File: config.mk
export PLATFORM = sky130hd
export DESIGN_NAME = reset_sequencer
export DESIGN_NICKNAME = d
export VERILOG_FILES = /design/src/rtl/reset_sequencer.sv
export SDC_FILE = /design/constraint.sdc
export NUM_CORES = 1
export LEC_CHECK = 0
export CORE_MARGIN = 2
export CORE_UTILIZATION = 25
export CTS_BUF_LIST = sky130_fd_sc_hd__clkbuf_4 sky130_fd_sc_hd__clkbuf_8 sky130_fd_sc_hd__clkbuf_16
export CTS_CLUSTER_DIAMETER = 150
export DETAILED_ROUTE_END_ITERATION = 8
export PLACE_DENSITY_LB_ADDON = 0.2
export REMOVE_ABC_BUFFERS = 1
export SETUP_SLACK_MARGIN = 0.1
export SLEW_MARGIN = 20
export SYNTH_ARGS = -nofsm -noshare
export SYNTH_HDL_FRONTEND = slang
export SYNTH_SLANG_ARGS = --single-unit
File: constraint.sdc
create_clock -name clk -period 1.95 [get_ports clk]
set_input_delay 0.195 -clock clk [delete_from_list [all_inputs] [get_ports clk]]
set_output_delay 0.195 -clock clk [all_outputs]
set_load 0.1 [all_outputs]
File: src/rtl/reset_sequencer.sv
// rtl/reset_sequencer.sv - staged power-on reset sequencer driven by PLL lock qualification
// Optional lock-loss event counter: define RST_SEQ_LOSS_CNT_EN.
module reset_sequencer #(
  parameter int N_LOCK      = 2,
  parameter int N_STAGES    = 3,
  parameter int LOCK_FILTER = 8,
  parameter int HOLD_CYCLES = 1024,
  parameter int STAGE_GAP   = 16,
  parameter int CNT_W       = 8
) (
  input  logic                clk,
  input  logic                n_reset,
  input  logic [N_LOCK-1:0]   locked,
  input  logic                sw_reset_req,
  output logic [N_STAGES-1:0] n_reset_out,
  output logic                all_released,
  output logic [1:0]          state_dbg,
  output logic [CNT_W-1:0]    loss_count
);

  localparam int REL_SPAN = (N_STAGES - 1) * STAGE_GAP;
  localparam int MAX_LH   = (LOCK_FILTER > HOLD_CYCLES) ? LOCK_FILTER : HOLD_CYCLES;
  localparam int MAXV     = (MAX_LH > REL_SPAN) ? MAX_LH : REL_SPAN;
  localparam int CW       = $clog2(MAXV + 1);

  typedef enum logic [1:0] {
    WAIT_LOCK = 2'd0,
    HOLD      = 2'd1,
    RELEASE   = 2'd2,
    RUN       = 2'd3
  } state_t;

  logic [N_LOCK-1:0]   lk_meta;
  logic [N_LOCK-1:0]   lk_sync;
  logic                all_lk;
  state_t              state_q, state_d;
  logic [CW-1:0]       cnt_q, cnt_d;
  logic [N_STAGES-1:0] out_q, out_d;
  logic                rel_q, rel_d;
  logic [N_STAGES-1:0] stage_next;

  // all_lk is registered after the synchroniser so the FSM never sees a raw AND of two async bits
  always_ff @(posedge clk or negedge n_reset) begin
    if (!n_reset) begin
      lk_meta <= '0;
      lk_sync <= '0;
      all_lk  <= 1'b0;
    end else begin
      lk_meta <= locked;
      lk_sync <= lk_meta;
      all_lk  <= &lk_sync;
    end
  end

  always_ff @(posedge clk or negedge n_reset) begin
    if (!n_reset) begin
      state_q <= WAIT_LOCK;
      cnt_q   <= '0;
      out_q   <= '0;
      rel_q   <= 1'b0;
    end else begin
      state_q <= state_d;
      cnt_q   <= cnt_d;
      out_q   <= out_d;
      rel_q   <= rel_d;
    end
  end

  // Thermometer shift: releases exactly one more stage, bit 0 first
  always_comb begin
    stage_next    = '0;
    stage_next[0] = 1'b1;
    for (int i = 1; i < N_STAGES; i++) begin
      stage_next[i] = out_q[i-1];
    end
  end

  always_comb begin
    state_d = state_q;
    cnt_d   = cnt_q;
    out_d   = out_q;
    rel_d   = rel_q;
    case (state_q)
      WAIT_LOCK: begin
        out_d = '0;
        rel_d = 1'b0;
        if (sw_reset_req || !all_lk) begin
          cnt_d = '0;
        end else if (cnt_q == CW'(LOCK_FILTER - 1)) begin
          state_d = HOLD;
          cnt_d   = '0;
        end else begin
          cnt_d = cnt_q + 1'b1;
        end
      end
      HOLD: begin
        if (!all_lk || sw_reset_req) begin
          state_d = WAIT_LOCK;
          cnt_d   = '0;
        end else if (cnt_q == CW'(HOLD_CYCLES - 1)) begin
          cnt_d   = '0;
          out_d   = stage_next;
          rel_d   = &stage_next;
          state_d = (&stage_next) ? RUN : RELEASE;
        end else begin
          cnt_d = cnt_q + 1'b1;
        end
      end
      RELEASE: begin
        if (!all_lk || sw_reset_req) begin
          state_d = WAIT_LOCK;
          cnt_d   = '0;
          out_d   = '0;
          rel_d   = 1'b0;
        end else if (cnt_q == CW'(STAGE_GAP - 1)) begin
          cnt_d   = '0;
          out_d   = stage_next;
          rel_d   = &stage_next;
          state_d = (&stage_next) ? RUN : RELEASE;
        end else begin
          cnt_d = cnt_q + 1'b1;
        end
      end
      RUN: begin
        if (!all_lk || sw_reset_req) begin
          state_d = WAIT_LOCK;
          cnt_d   = '0;
          out_d   = '0;
          rel_d   = 1'b0;
        end
      end
      default: begin
        state_d = WAIT_LOCK;
        cnt_d   = '0;
        out_d   = '0;
        rel_d   = 1'b0;
      end
    endcase
  end

  assign n_reset_out  = out_q;
  assign all_released = rel_q;
  assign state_dbg    = state_q;

`ifdef RST_SEQ_LOSS_CNT_EN
  logic [CNT_W-1:0] loss_q;
  logic             lost;

  // A lock drop wins over a simultaneous software request, so it is always counted
  assign lost = ((state_q == RELEASE) || (state_q == RUN)) && !all_lk;

  always_ff @(posedge clk or negedge n_reset) begin
    if (!n_reset) begin
      loss_q <= '0;
    end else if (lost && (loss_q != {CNT_W{1'b1}})) begin
      loss_q <= loss_q + 1'b1;
    end
  end

  assign loss_count = loss_q;
`else
  assign loss_count = '0;
`endif

endmodule

Yosys cells after proc, flatten, opt, wreduce, memory -nomap -nowiden --
Cells that the tools add are included.
Storage, ports and cells: ROM bits 0, memories 0, flip-flop bits (word level) 22, bits in latches 0, input bits 5, RAM bits 0
Operators by class: multipliers 0, $add $sub $neg 1, shift operators 0, mux-type cells 29, reductions and logical operators 7, divide/modulo/power cells 0, bitwise operators 0, $lt $le $gt $ge 0, eq/ne operators 13
Operators by type and width (count):
- 11-bit 2-to-1 mux | 7
- 11-bit case mux with 4 select lines | 1
- 3-bit 2-to-1 mux | 5
- 2-bit 2-to-1 mux | 7
- 3-bit case mux with 4 select lines | 1
- 11-bit by 1-bit adder with 11-bit output, second input constant | 1
- 11-bit by 10-bit equality test with 1-bit output, second input constant | 1
- 11-bit by 3-bit equality test with 1-bit output, second input constant | 1
- 11-bit by 4-bit equality test with 1-bit output, second input constant | 1
- 2-bit inequality test, second input constant | 5
- 2-bit case mux with 4 select lines | 1
- 1-bit 2-to-1 mux | 6
- 3-bit inequality test, second input constant | 2
- 5-bit AND reduction | 1
- 2-bit equality test, second input constant | 2
- 1-bit case mux with 4 select lines | 1
- 2-bit AND reduction | 2
- 4-bit AND reduction | 1
- 2-bit by 1-bit equality test with 1-bit output, second input constant | 1
- 2-bit zero test | 1
- 1-bit zero test | 1
- 1-bit logical OR | 1

Logic depth before layout (Yosys ltp) --
Gate-level depths: netlist of run 1.
depth after elaboration 5, depth in mapped cells 8, depth with buffers taken out 7

Worst setup path after synthesis of run 1 --
Ideal clock, no wire load.
kind reg2reg, start point reg state_q[0] (netlist: state_dbg[0]), end point reg cnt_q[10], path slack -0.429 ns, required time 1.855 ns, arrival time 2.283 ns, period minus slack after synthesis 2.379 ns, cell stages (with the launch flop) 9, cells stage by stage dfrtp_1 inv_1 ha_1 and4b_1 a31oi_1 o21ai_2 buf_4 o2bb2a_4 o31ai_1
On the way: cells in the longest elaborated chain, start to end 2, elaborated cells between the ends (all ways) 6, those cells by class eq/ne (4); mux (1); reduce/logical (1)
RTL lines:
- start, declared | RTL line 36 | state_t state_q, state_d;
- start signal, assigned | RTL line 62 | state_q <= state_d;
- 2-bit equality test, or another cell as far along | RTL line 83 | case (state_q)
- 11-bit case mux with 4 select lines or 2-bit inequality test (tied branches)
- end signal, assigned | RTL line 63 | cnt_q <= cnt_d;
- end, declared | RTL line 37 | logic [CW-1:0] cnt_q, cnt_d;
Parallel ways exist; a longest one is shown, timed or not. A chain may end at the register's enable or synchronous reset.

Final worst setup path of run 1 --
start point reg cnt_q[1], end point reg cnt_q[10]
On the way: cells in the longest elaborated chain, start to end 4, elaborated cells between the ends (all ways) 11, those cells by class add/sub (1); eq/ne (3); mux (7)
RTL lines (RTL line):
- 11-bit by 1-bit adder with 11-bit output, or another cell as far along | 93, 106, 121
- 11-bit 2-to-1 mux (on tied branches) | 115, 100, 89
- 11-bit 2-to-1 mux (on tied branches) | 110, 87, 97
- 11-bit case mux with 4 select lines * | 83
Every way passes the cells marked *; elsewhere a longest branch is shown, timed or not.

==> reports/results.ini, run 1 <==
[clock_network]
hold_buffers = 0
clk_path_buf_depth = 2
numCtsBuffers = 3
cts-htree-levels = 1
clkLatencyLatePin_ps = 270
tritoncts = yes
clock-root-buffer = clkbuf_8
cts.clk_slew.worst_paths_ps = 90
clock-sinks = 22

[cells_and_area]
layout-drive-gt1-share = 0.288
ff_latch_area_sq_um = 553
num-nets-final = 165
syn2layout_area_growth_pct = 22.6
final_cells = 223
multi_input_area_sq_um = 739
antennaDiodeCount = 0
fill_cells = 557

[power]
ir_drop_mv = 0.774
finalPower_mw = 1.85
p_leak_nw = 0.724
powerDensity_mw_per_mm2 = 1120

[synth]
syn_area_sq_mm = 0.00134
syn-instance-count = 133
ys_types = 41
ys_seq_area_frac = 0.411
ys_ff_latch = 22
yosys_warnings = 0
synth-main-ff-cell = dfrtp_1
synth-edff-count = 0
async_flop_share = 1.00
syn_avg_cell_area_sq_um = 10.1

[floorplan]
io_pins = 19
die_area_sq_mm = 0.00596
die_y_um = 77.2
start_util = 0.260
core_region_area_sq_mm = 0.00514
fp.dieW_um = 77.2
rows = 26

[routing]
avgViaCountPerCell = 4.52
avgRoutedWirePerCell_um = 12.0
ant_nets = 0
drtPass1Iterations = 5
wirelength_mm = 2.67
drc = 0
drt-initial-drc-count = 47
num_vias = 1007

[critical_path]
cp-end-kind = flop
worstPathRequired_ps = 2130
reg2reg_slack_ps = 150
max_stage_delay_ps = 420
slowest_stage = dfrtp_1
worstRegToRegCells = 7
worstPathMaxFanout = 11
path_cells = ha_2 -> and3_4 -> a41oi_2 -> o21ai_2 -> buf_6 -> nand2b_1 -> o31ai_1
crit_path_start_kind = flop
worstPathArrival_ps = 1980
path_class = reg -> reg

[sta]
period_needed_ps = 1800
setup_ws_ps = 147
finalSetupViolations = 0
max_freq_mhz = 555
rsz0062_at_grt = no
hold_violations = 0
drv_slew = 0
clock_skew_ps = 7.34
fin_crit_sh = 0.925

[placement]
numPortBuffers = 10
placedCellCount = 217
gp_congestion = 0.819
dp_hpwl_mm = 2.00
dp_worst_setup_slack_ps = 23.0

[global_route]
global_route.usage.met2 = 0.153
busiest_layer = met2
track_usage = 0.0940
grt_pass1_vias = 944
use_met1 = 0.127
grt_pass1_wl_mm = 4.54
antenna_found_initial = 0
gr-usage-met3 = 0.0318
gr-total-overflow = 0
grt_max_degree = 23

[min_path]
hold_class = in -> async

[job]
max-cap-violations = 0

[outcome]
status = completed

[metal layers]
| layer | vias to the layer above | wire length (um) |
|---|---|---|
| met5 | - | 0 |
| met4 | 0 | 0 |
| met3 | 0 | 156 |
| met2 | 29 | 1210 |
| met1 | 488 | 1300 |
| li1 | 490 | - |
[stage by stage]
step / setup TNS [ps] / utilization / cell area [sq um] / hold slack, ps
floorplan: -4440 / - / 1280 / -101
global placement: 0 / 0.295 / 1520 / 335
detailed placement: 0 / 0.295 / 1520 / 339
CTS: 0 / 0.314 / 1610 / 280
global route: 0 / 0.319 / 1640 / 305
finish: 0 / 0.319 / 1640 / 270
[where the power goes]
| part | internal, mW | switching (mW) | leakage (nW) |
|---|---|---|---|
| clock | 0.275 | 0.162 | 0.0357 |
| combinational | 0.287 | 0.589 | 0.399 |
| sequential | 0.500 | 0.0344 | 0.290 |
| total | 1.06 | 0.785 | 0.724 |
[logic make-up (layout without fill, tap and decap cells)]
family                   count (synthesis)  in the layout  synth area share
other                                    1              8           0.00280
multiplexers                             6              6            0.0523
AND/OR/NAND/NOR                         49             49             0.221
AO/OA/AOI/OAI                           29             29             0.165
adder cells (fa/ha/maj)                  6              6            0.0561
buffers and inverters                   18             31            0.0794
XOR/XNOR                                 2              2            0.0131
flip-flops                              22             22             0.411
[registers in the layout, indices dropped and copies added (netlist names)]
register,cells
lk_meta,2
cnt_q,11
state_dbg,2
n_reset_out,3
lk_sync,2
all_lk,1
all_released,1
[critical path, delay by kind of cell (launching register included)]
kind	cells	cell delay, ps
AO/OA/AOI/OAI	3	550
adder cells (fa/ha/maj)	1	210
buffers and inverters	1	150
flip-flops	1	420
AND/OR/NAND/NOR	2	380
[cells in the final DEF, fill, tap and decap left out, drive strengths merged, types with 3 or more instances in the layout]
cell / Yosys / layout
nand2: 20 / 20
buf: 11 / 16
clkbuf: 0 / 3
a21oi: 7 / 7
ha: 6 / 6
a21o: 5 / 5
o21ai: 8 / 8
dfrtp: 22 / 22
or3: 4 / 4
a31oi: 3 / 3
mux2i: 4 / 4
clkdlybuf4s50: 0 / 4
nand2b: 3 / 3
inv: 7 / 7
nor3: 3 / 3
conb: 1 / 8
and3: 3 / 3
[Yosys cell counts (2+ instances only)]
master / count / share of area
a21o_1: 5 / 0.028
a21oi_1: 7 / 0.026
a31oi_1: 3 / 0.014
and2_1: 2 / 0.0093
and3_1: 2 / 0.0093
buf_4: 10 / 0.056
dfrtp_1: 22 / 0.41
ha_1: 6 / 0.056
inv_1: 7 / 0.020
mux2_4: 2 / 0.022
mux2i_1: 4 / 0.030
nand2_1: 20 / 0.056
nand2b_1: 3 / 0.014
nand3_1: 2 / 0.0075
nor2_1: 2 / 0.0056
nor3_1: 2 / 0.0075
o21ai_0: 4 / 0.015
o21ai_2: 3 / 0.020
or3_1: 4 / 0.019
xnor2_1: 2 / 0.013
[final timing paths]
path                                 startpoint                     to
max                        cnt_q[1]$_DFFE_PN0P_  cnt_q[10]$_DFFE_PN0P_
min                                     n_reset       all_lk$_DFF_PN0_
max reg2reg                cnt_q[1]$_DFFE_PN0P_  cnt_q[10]$_DFFE_PN0P_
min reg2reg                lk_meta[0]$_DFF_PN0_   lk_sync[0]$_DFF_PN0_
max in group asynchronous               n_reset   cnt_q[7]$_DFFE_PN0P_
min in group clk                      locked[1]   lk_meta[1]$_DFF_PN0_
[area by class of cell]
type	instances	area share
flip-flops and latches	22	0.337
clock inverters	1	0.0183
inverters	7	0.0160
well taps	70	0.0534
clock buffers	3	0.0252
repair buffers	20	0.0998
multi-input cells	100	0.450
[repair_timing]
| action | 4_1_cts | 5_1_grt |
|---|---|---|
| buffers inserted | 0 | 2 |
| setup endpoints to repair | 4 | 8 |
| pin swaps | 0 | 2 |
| resized for setup | 6 | 7 |
Note: power is estimated with default switching activity, not from simulation.
==> inputs of run 2 (changes only) <==
RECOVER_POWER = 25   (was not set)
==> run 2 against run 1 <==
First-iteration DRC count did not move. Critical endpoint unchanged. Fmax did not move. Non-clock buffer count did not move. Cell count did not move. Worst hold slack improved by 87 ps. Sequential power barely moved. Via count did not move. Setup slack did not move. Combinational power barely moved.
==> reports/results.ini, run 2 (synthesis gave the netlist of run 1 again) <==
[routing]
drc = 0
wirelength_mm = 2.67
drtPass1Iterations = 5
avgRoutedWirePerCell_um = 12.0
num_vias = 1007
ant_nets = 0
drt-initial-drc-count = 47
avgViaCountPerCell = 4.52

[cells_and_area]
layout-drive-gt1-share = 0.281
syn2layout_area_growth_pct = 22.3
fill_cells = 557
finish.utilization = 0.319
ff_latch_area_sq_um = 553
multi_input_area_sq_um = 739
final_cell_mix = 20 x nand2_1, 20 x dfrtp_1, 14 x buf_4
num-nets-final = 165
antennaDiodeCount = 0
top_register = cnt_q
largest_reg_flops = 11

[outcome]
status = completed

[sta]
hold_violations = 0
worst_pin_slew_ps = 1190
drv_slew = 0
clock_skew_ps = 7.34
slew_headroom = 0.206
period_needed_ps = 1800
fin_hold_ws_ps = 357
max_freq_mhz = 555
finalSetupViolations = 0
fin_crit_sh = 0.925
rsz0062_at_grt = no

[global_route]
track_usage = 0.0940
grt_max_degree = 23
gr-total-overflow = 0
antenna_found_initial = 0
grt_pass1_vias = 944
grt_pass1_wl_mm = 4.54

[critical_path]
cp-end-kind = flop
worstPathRequired_ps = 2130
worstPathArrival_ps = 1980
worstPathMaxFanout = 11
rr_startpoint = cnt_q[1]$_DFFE_PN0P_
path_class = reg -> reg
crit_path_start_kind = flop
crit_path_start = cnt_q[1]$_DFFE_PN0P_

[placement]
gp_congestion = 0.819
dp_hpwl_mm = 2.00
numPortBuffers = 10

[clock_network]
cts.clk_slew.worst_paths_ps = 90
cts-htree-levels = 1
clock-sinks = 22
numCtsBuffers = 3
clkLatencyLatePin_ps = 270
clock-root-buffer = clkbuf_8
tritoncts = yes
clk_path_buf_depth = 2

[power]
ir_drop_mv = 0.774
powerDensity_mw_per_mm2 = 1130
finalPower_mw = 1.84
p_leak_nw = 0.721

[min_path]
min_from = lk_meta[0]$_DFF_PN0_
hold_class = reg -> reg

[floorplan]
start_util = 0.260
fp.dieW_um = 77.2
io_pins = 19
rows = 26
die_y_um = 77.2
core_region_area_sq_mm = 0.00514
die_area_sq_mm = 0.00596

[job]
max-cap-violations = 0

==> run 2: changes by cell type in the layout (fill, tap and decap cells not counted) <==
cell	previous run	this run
buf_4	15	14
clkbuf_1	0	1
clkdlybuf4s50_1	4	1
dlygate4sd3_1	0	3
==> run 2: worst paths after layout <==
path,end,slack [ps],cells past startpoint
max,cnt_q[10]$_DFFE_PN0P_,150,7
min in group asynchronous,all_lk$_DFF_PN0_,680,2
min reg2reg,lk_sync[0]$_DFF_PN0_,360,0
min,lk_sync[0]$_DFF_PN0_,360,0
max in group asynchronous,cnt_q[7]$_DFFE_PN0P_,470,2
max reg2reg,cnt_q[10]$_DFFE_PN0P_,150,7
==> run 2: layer usage <==
| layer | global-route usage | share of wire | vias to the layer above |
|---|---|---|---|
| li1 | - | - | 490 |
| met1 | 0.127 | 0.49 | 488 |
| met2 | 0.153 | 0.45 | 29 |
| met3 | 0.0318 | 0.058 | 0 |
| met4 | 0.00536 | 0 | 0 |
| met5 | 0 | 0 | - |
==> run 2: layout make-up <==
class                      count  share of cell area
multi-input combinational    100               0.451
sequential                    22               0.338
timing repair buffer          20              0.0978
tap                           70              0.0535
clock buffer                   3              0.0252
clock inverter                 1              0.0183
inverter                       7              0.0160
==> run 2: critical path, cell delays in order, from the launching register on <==
cell and delay (ps):
dfrtp_1 420, ha_2 210, and3_4 210, a41oi_2 230, o21ai_2 90, buf_6 150, nand2b_1 170, o31ai_1 230
==> run 2: where the power goes <==
group          switching (mW)  internal [mW]  total (mW)
Sequential             0.0344          0.500       0.534
Combinational           0.589          0.285       0.874
Clock                   0.162          0.275       0.436
==> run 2: metrics by stage <==
step | area [sq um] | setup WS [ps] | instances | TNS [ps]
after floorplan | 1280 | -487 | 129 | -4440
after global placement | 1520 | 92.6 | 217 | 0
after detailed placement | 1520 | 23.0 | 217 | 0
after CTS | 1610 | 126 | 221 | 0
after global routing | 1640 | 90.4 | 223 | 0
final | 1640 | 147 | 223 | 0
==> run 2: repair_timing <==
action                     4_1_cts  5_1_grt
hold buffers                     0        0
buffers inserted                 0        2
pin swaps                        0        2
hold endpoints to repair         0        0
setup endpoints to repair        4        8
resized for setup                6        7
==> inputs of run 3 (changes only) <==
CORE_ASPECT_RATIO = 1.2   (was not set)
==> run 3 against run 2 <==
First-iteration DRC count down 4.3%. Highest routed layer is now met4. Setup slack gained 40 ps. Largest power group unchanged. Cell count down 2.7%. Sequential power decreased by 0.7%. Clock skew down 4.7 ps. Via count is the same. Wire length grew 6.0%. Sequential share of layout area is 0.43 points lower. Die area barely moved. Critical path depth is the same.
==> reports/results.ini, run 3 (synthesis gave the netlist of run 1 again) <==
[sta]
hold_violations = 0
rsz0062_at_grt = yes
max_freq_mhz = 567
worst_pin_slew_ps = 1280
clock_skew_ps = 2.60
drv_slew = 0
period_needed_ps = 1760
slew_headroom = 0.149
finalSetupViolations = 0
fin_crit_sh = 0.904
fin_hold_ws_ps = 364

[min_path]
hold_class = reg -> reg
worstHoldEndpoint = lk_sync[0]$_DFF_PN0_
whs_path_depth = 0
min_from = lk_meta[0]$_DFF_PN0_

[power]
power.share.clock = 0.235
sw_frac_of_total = 0.426
power.switching_mw = 0.790
pwr-share-comb = 0.479
seqPwrFrac = 0.286
p_leak_nw = 0.746
powerDensity_mw_per_mm2 = 1120
ir_drop_mv = 0.736
internal-power_mw = 1.07

[routing]
ant_nets = 0
wirelength_mm = 2.83
drt-initial-drc-count = 45
drtPass1Iterations = 4
drc = 0
num_vias = 1007
avgRoutedWirePerCell_um = 13.0
avgViaCountPerCell = 4.64

[critical_path]
worstRegToRegCells = 7
crit_path_start_kind = flop
reg2reg_slack_ps = 190
worstPathArrival_ps = 1940
crit_path_start = cnt_q[5]$_DFFE_PN0P_
rr_startpoint = cnt_q[5]$_DFFE_PN0P_
r2r-end = cnt_q[10]$_DFFE_PN0P_
worstPathMaxFanout = 11
cp-end-kind = flop
path_class = reg -> reg
worstPathRequired_ps = 2130

[floorplan]
rows = 29
die_area_sq_mm = 0.00596
io_pins = 19
start_util = 0.256
fp.dieW_um = 70.8
die_y_um = 84.2
core_region_area_sq_mm = 0.00523

[clock_network]
clkLatencyLatePin_ps = 270
clock-root-buffer = clkbuf_8
cts.clk_slew.worst_paths_ps = 90
numCtsBuffers = 3
clk_path_buf_depth = 2
tritoncts = yes
cts-htree-levels = 1
clock-sinks = 22

[global_route]
grt_pass1_vias = 1037
gr-total-overflow = 0
grt_pass1_wl_mm = 4.82
track_usage = 0.102
antenna_found_initial = 0
grt_max_degree = 23

[cells_and_area]
antennaDiodeCount = 0
final_cell_mix = 20 x nand2_1, 20 x dfrtp_1, 16 x buf_4
layout-drive-gt1-share = 0.265
final_cells = 217
syn2layout_area_growth_pct = 23.9
num-nets-final = 167
largest_reg_flops = 11
top_register = cnt_q

[job]
max-cap-violations = 0

[placement]
gp_congestion = 0.820
placedCellCount = 209
dp_hpwl_mm = 2.11
numPortBuffers = 10

[outcome]
status = completed

## run 3: changes by cell type in the layout (fill, tap and decap cells not counted), sizes merged
cell / previous run / this run
buf: 15 / 17
## run 3: repair_timing
item                       4_1_cts  5_1_grt
setup endpoints to repair        3        8
hold buffers                     0        0
buffers inserted                 1        3
pin swaps                        0        5
gates resized for setup          3        7
## run 3: cell type report
type	count	area, sq um
clock buffer	3	41.3
clock inverter	1	30.0
fill	559	3570
inverter	7	26.3
multi-input combinational	100	747
sequential	22	553
tap	62	77.6
timing repair buffer	22	184
## run 3: layer usage
layer,share of wire,GRT usage,vias to the layer above
li1,-,-,496
met4,0.025,0.0617,0
met5,0,0,-
met1,0.42,0.125,483
met2,0.53,0.168,22
met3,0.025,0.0144,6
## run 3: worst max-delay path: stages, from the launching register on
cell	delay [ps]
dfrtp_2	440
buf_4	150
and4_1	260
a31oi_4	210
o21ai_2	100
buf_12	150
nand2b_1	160
o31ai_1	200
## run 3: metrics by stage
| stage | setup TNS [ps] | worst slack (ps) | power (mW) | area (sq um) | utilization |
|---|---|---|---|---|---|
| after CTS | 0 | 109 | 1.86 | 1610 | 0.308 |
| after global routing | 0 | 77.6 | 1.97 | 1660 | 0.318 |
| after floorplan | -4440 | -487 | 1.19 | 1280 | - |
| after detailed placement | 0 | 54.2 | 1.40 | 1520 | 0.291 |
| final | 0 | 186 | 1.86 | 1660 | 0.318 |
| after global placement | 0 | 112 | 1.40 | 1520 | 0.291 |
## run 3: power groups by stage
stage | registers [mW] | clock network (mW) | logic [mW]
3_5_place_dp | 0.540 | 0 | 0.862
3_3_place_gp | 0.540 | 0 | 0.856
6_report | 0.530 | 0.436 | 0.889
5_1_grt | 0.538 | 0.476 | 0.961
4_1_cts | 0.531 | 0.452 | 0.874
2_1_floorplan | 0.795 | 0 | 0.396
## run 3: worst max path at each step
stage               slack (ps)  cells past startpoint                     to
finish                     190                      7  cnt_q[10]$_DFFE_PN0P_
global route                80                      8  cnt_q[10]$_DFFE_PN0P_
CTS                        110                      7  cnt_q[10]$_DFFE_PN0P_
detailed placement          50                      7  cnt_q[10]$_DFFE_PN0P_
global placement           110                      7  cnt_q[10]$_DFFE_PN0P_
floorplan                 -490                      7  cnt_q[10]$_DFFE_PN0P_
==> variant 1: new RTL, config.mk and constraints of run 1 <==
`LOCK_FILTER`: 8 -> 32.
--- a/src/rtl/reset_sequencer.sv
+++ b/src/rtl/reset_sequencer.sv
@@ -3,7 +3,7 @@
 module reset_sequencer #(
   parameter int N_LOCK      = 2,
   parameter int N_STAGES    = 3,
-  parameter int LOCK_FILTER = 8,
+  parameter int LOCK_FILTER = 32,
   parameter int HOLD_CYCLES = 1024,
   parameter int STAGE_GAP   = 16,
   parameter int CNT_W       = 8
Formal check against the unedited RTL: no difference found for any inputs over 10 cycles, from zero or initial values and one cycle with n_reset low; that may be too few to reach the edited logic, so the function may still have changed.
==> variant 1 against run 1 <==
The flow now finishes with violations (negative setup slack); critical path type unchanged; design area up 8.6%; via count increased by 13%; area after synthesis fell by 3.6%; routed wire length grew 18%; synthesized cell count fell by 1.5%; worst hold slack better by 0.013 ns; largest cell class unchanged; non-clock buffer count increased by 24; clock skew fell by 0.0030 ns; critical path depth decreased by 2; sequential cell count unchanged; setup slack got worse by 0.36 ns.
Power is not compared: it rests on default switching activity, and its combinational part moved more than twofold at a synthesized area within 25%.
==> variant 1: results (changes against run 1) <==
- Status: complete, but fails checks
- Failing checks: negative setup slack
- Slew HR: 65.6%
- Vias: 1,137 (+13%)
- Synth top area cells: dfrtp_1, ha_1, buf_4, nand3_1, nand2_1
- Initial antenna violation count: 0 (unchanged)
- Met3 WL: 103 µm (-34%)
- Synth unique cells: 42 (+2.4%)
- Share of cells above drive strength 1: 33.0% (+4.2 points)
- Pre-CTS WS: -0.280 ns (-0.303 ns)
- Worst clock skew: 0.00434 ns (-0.00300 ns)
- Final setup viols: 16 (+16)
- Syn Area/Cell: 9.86 µm² (-2.1%)
- CTS max path bufs: 2 (unchanged)
- Detailed Place HPWL: 2400 µm (+20%)
- Top routing layer in use: met4
- CP max-delay cell: or4_4
- Leak Pwr: 0.828 nW
- Max reg flops: 11 (unchanged)
- Sequential area share after synthesis: 42.6% (+1.5 points)
- Port bufs: 10 (unchanged)
- Routed vias/inst: 4.62 (+2.4%)
- Commonest cells in the netlist: dfrtp_1, nand2_1, nand3_1, buf_4, o21ai_0
- Routed wire length on met2: 1540 µm (+27%)
- Nets@finish: 188 (+14%)
- Skew-Pair Late Insertion Delay: 0.26 ns
- Slowest stage delay, CP: 0.53 ns (+0.11 ns)
- CP Data Arrival Time: 2.32 ns (+0.34 ns)
- Worst-path clk slew: 0.09 ns (about the same)
- Number of synthesized flops with an enable pin: 0 (unchanged)
- Placed Area: 0.00166 mm² (+9.1%)
- First-pass iteration count of the detailed router: 4 (-1)
- # placed instances: 239 (+10%)
- Vias in the first global route: 1,168 (+24%)
- Num CTS Buffers: 3 (unchanged)
- Crit path max fanout: 5 (-6)
- Yosys warns: 0 (unchanged)
- Final worst slack: -0.212 ns (-0.358 ns)
- Routed met1 length: 1490 µm (+14%)
- Ys async rst share: 100% (unchanged)
- Iter 0 DRT Violations: 76 (+62%)
- Reg with most FFs: cnt_q
- Clk Tree Root Cell: clkbuf_8
- N_diodes: 0 (unchanged)
- Hold WC Path Type: input port to async pin
- First-pass GRT wire length: 5380 µm (+19%)
- GR Util All Layers: 12.5% (+3.1 points)
- Peak VDD IR: 229 µV
- Aggregate routed wire length: 3160 µm (+18%)
- Kind of cell adding the most delay to the critical path: compound AO/OA/AOI/OAI gates
- Routability Congestion: 0.739 (-9.8%)
- Pin count of the biggest net entering global routing: 23 (unchanged)
- H-tree levels: 1 (unchanged)
==> variant 1: changes by cell type after synthesis, sizes merged, moves of 2 or more <==
cell / before / now
a21o: 5 / 2
a21oi: 7 / 3
a31oi: 3 / 1
buf: 11 / 8
clkbuf: 0 / 2
mux2i: 4 / 2
nand2: 20 / 13
nand3: 2 / 9
nand4b: 0 / 2
nor2: 2 / 6
o311ai: 0 / 4
or3: 4 / 0
or4: 0 / 4
==> variant 1: worst paths after layout <==
| path | start | endpoint | slack [ns] | cells after the start |
|---|---|---|---|---|
| hold reg to reg | lk_meta[0]$_DFF_PN0_ | lk_sync[0]$_DFF_PN0_ | 0.36 | 0 |
| setup reg to reg | cnt_q[10]$_DFFE_PN0P_ | cnt_q[2]$_DFFE_PN0P_ | -0.21 | 5 |
| setup / recovery | cnt_q[10]$_DFFE_PN0P_ | cnt_q[2]$_DFFE_PN0P_ | -0.21 | 5 |
| max in group asynchronous | n_reset | cnt_q[3]$_DFFE_PN0P_ | 1.44 | 2 |
| hold / removal | n_reset | cnt_q[6]$_DFFE_PN0P_ | 0.28 | 2 |
| min in group clk | lk_meta[0]$_DFF_PN0_ | lk_sync[0]$_DFF_PN0_ | 0.36 | 0 |
==> variant 1: layout make-up <==
class	instances	area, µm²
Sequential cell	22	551
Clock inverter	1	30.0
Inverter	6	22.5
Clock buffer	3	41.3
Tap cell	70	87.6
Timing Repair Buffer	44	340
Multi-Input combinational cell	100	711
Fill cell	546	3260
==> variant 1: routing by layer <==
layer | vias to the layer above | track usage (%)
met5 | - | 0
met4 | 0 | 4.29
met3 | 2 | 1.98
met2 | 19 | 21.0
met1 | 562 | 16.3
li1 | 554 | -
==> variant 1: power by group <==
part	switching [mW]	internal [mW]
Clock	0.164	0.274
Sequential	0.00185	0.462
Combinational	0.0897	0.0189
==> variant 1: metrics by stage <==
stage	util, %	TNS (ns)
2_1_floorplan	-	-5.42
3_3_place_gp	32.8	-2.07
3_5_place_dp	32.8	-2.32
4_1_cts	34.6	-2.45
5_1_grt	35.4	-3.50
6_report	35.4	-2.41
==> variant 1: timing repair <==
item / in CTS / in global routing
buffers inserted: 0 / 3
endpoints found under the setup margin: 16 / 17
pin swaps: 4 / 4
resized for setup: 5 / 4
==> variant 1: cell families (layout without fill, tap and decap cells) <==
logic type                 after synthesis  after routing  synth area share, %
muxes                                    4              4                 3.88
other                                    1              8                0.290
and+or+nand+nor                         53             53                 23.2
buffers and inverters                   16             54                 6.98
adders and majority gates                6              6                 5.81
DFF                                     22             22                 42.6
AOI/OAI and AO/OA                       28             28                 16.6
xor gates and xnor gates                 1              1                0.678
==> variant 2: new RTL, config.mk and constraints of run 1 <==
Without the edit above. Add an input register stage for `locked`; this delays it by one clock.
--- a/src/rtl/reset_sequencer.sv
+++ b/src/rtl/reset_sequencer.sv
@@ -30,6 +30,12 @@
     RUN       = 2'd3
   } state_t;
 
+  logic [N_LOCK-1:0] locked_q;
+
+  always_ff @(posedge clk) begin
+    locked_q <= locked;
+  end
+
   logic [N_LOCK-1:0]   lk_meta;
   logic [N_LOCK-1:0]   lk_sync;
   logic                all_lk;
@@ -46,7 +52,7 @@
       lk_sync <= '0;
       all_lk  <= 1'b0;
     end else begin
-      lk_meta <= locked;
+      lk_meta <= locked_q;
       lk_sync <= lk_meta;
       all_lk  <= &lk_sync;
     end
Behaviour: same outputs for any inputs over 10 cycles, from zero or initial values and one cycle with n_reset low; that may be too few to reach the edited logic, so the function may still have changed.
==> variant 2 against run 1 <==
Sequential cell count rose by 2; total power fell by 1.6%; setup slack got worse by 0.11 ns; routed wire length rose by 38%; fmax fell by 5.7%; area after synthesis rose by 3.2%; clock skew fell by 0.0037 ns; design area rose by 25%; non-clock buffer count rose by 30; synthesized cell count rose by 4.5%; first-iteration DRC count fell by 21%; count of clock-buffer cells in the layout did not move; critical path type unchanged; critical endpoint is now all_released$_DFFE_PN0P_; largest power group unchanged.
==> variant 2: results (changes against run 1) <==
- Peak Freq: 523 MHz (-5.7%)
- Pre-CTS WS: -0.109 ns (-0.132 ns)
- Max reg flops: 11 (unchanged)
- CP Data Arrival Time: 2.12 ns (+0.14 ns)
- Post-CTS setup buffer count: 12 (+12)
- Grt met2 use: 21.5% (+6.2 points)
- R2R cell count: 6 (-1)
- Min Hold Slack: 0.274 ns (+0.00367 ns)
- CP max-delay cell: or4_4
- Worst clock skew: 0.00362 ns (-0.00372 ns)
- Leak Pwr: 0.855 nW (+18%)
- Mux cell area share after synthesis: 2.54% (-2.7 points)
- Nets@finish: 203 (+23%)
- Ys async rst share: 91.7% (-8.3 points)
- Vias: 1,235 (+23%)
- Crit path max fanout: 5 (-6)
- Synth unique cells: 48 (+17%)
- Iter 0 DRT Violations: 37 (-21%)
- Detailed Place HPWL: 2410 µm (+21%)
- Synth Area in Adders: 5.43% (-0.17 points)
- Kind of cell adding the most delay to the critical path: simple AND/OR/NAND/NOR gates
- GRT met3 Usage: 3.22% (+0.042 points)
- Setup slack, reg-to-reg: 0.04 ns (-0.11 ns)
- Grt met1 use: 16.6% (+3.9 points)
- Wirelength per Cell: 14.0 µm (+17%)
- # placed instances: 245 (+13%)
- Commonest cells in the netlist: dfrtp_1, nand2_1, buf_4
- Synth Area in Compound Gates: 16.6% (+0.13 points)
- Aggregate routed wire length: 3690 µm (+38%)
- First-pass iteration count of the detailed router: 6 (+1)
- Slowest stage delay, CP: 0.53 ns (+0.11 ns)
- GR Util All Layers: 13.0% (+3.6 points)
- Status: finished clean
- Routability Congestion: 0.820 (+0.17%)
- First-pass GRT wire length: 6250 µm (+38%)
- Clk Tree Root Cell: clkbuf_8
- Placed Area: 0.00171 mm² (+13%)
- PostCTS Resize Cnt: 23 (+17)
==> variant 2: changes by cell type in the layout (fill, tap and decap cells not counted), sizes merged, moves of 4 or more <==
cell and delta:
buf +30, o211ai +6, a21oi -5, nand3 +4, nor2 +4
==> variant 2: layout make-up <==
class | instances | area, µm²
inverter | 6 | 22.5
tap | 72 | 90.1
clock inverter | 1 | 30.0
sequential | 24 | 592
fill | 549 | 3360
timing repair buffer | 50 | 393
multi-input combinational | 107 | 878
clock buffer | 3 | 41.3
==> variant 2: worst reg2reg max path, delay by kind of cell (launching register included) <==
family	cells	cell delay (ns)
mux	1	0.28
buf+inv	1	0.14
simple gates	3	0.84
compound gates	1	0.21
flops	1	0.39
==> variant 2: where the power goes <==
group	switching, mW	leakage (nW)	internal [mW]
registers	0.0227	0.309	0.526
clock network	0.171	0.0357	0.275
logic	0.482	0.510	0.340
total	0.677	0.855	1.14
==> variant 2: metal layers <==
layer	routed length (µm)	share of wire (%)
met2	1780	48
met4	82	2.2
met1	1690	46
met3	139	3.8
met5	0	0
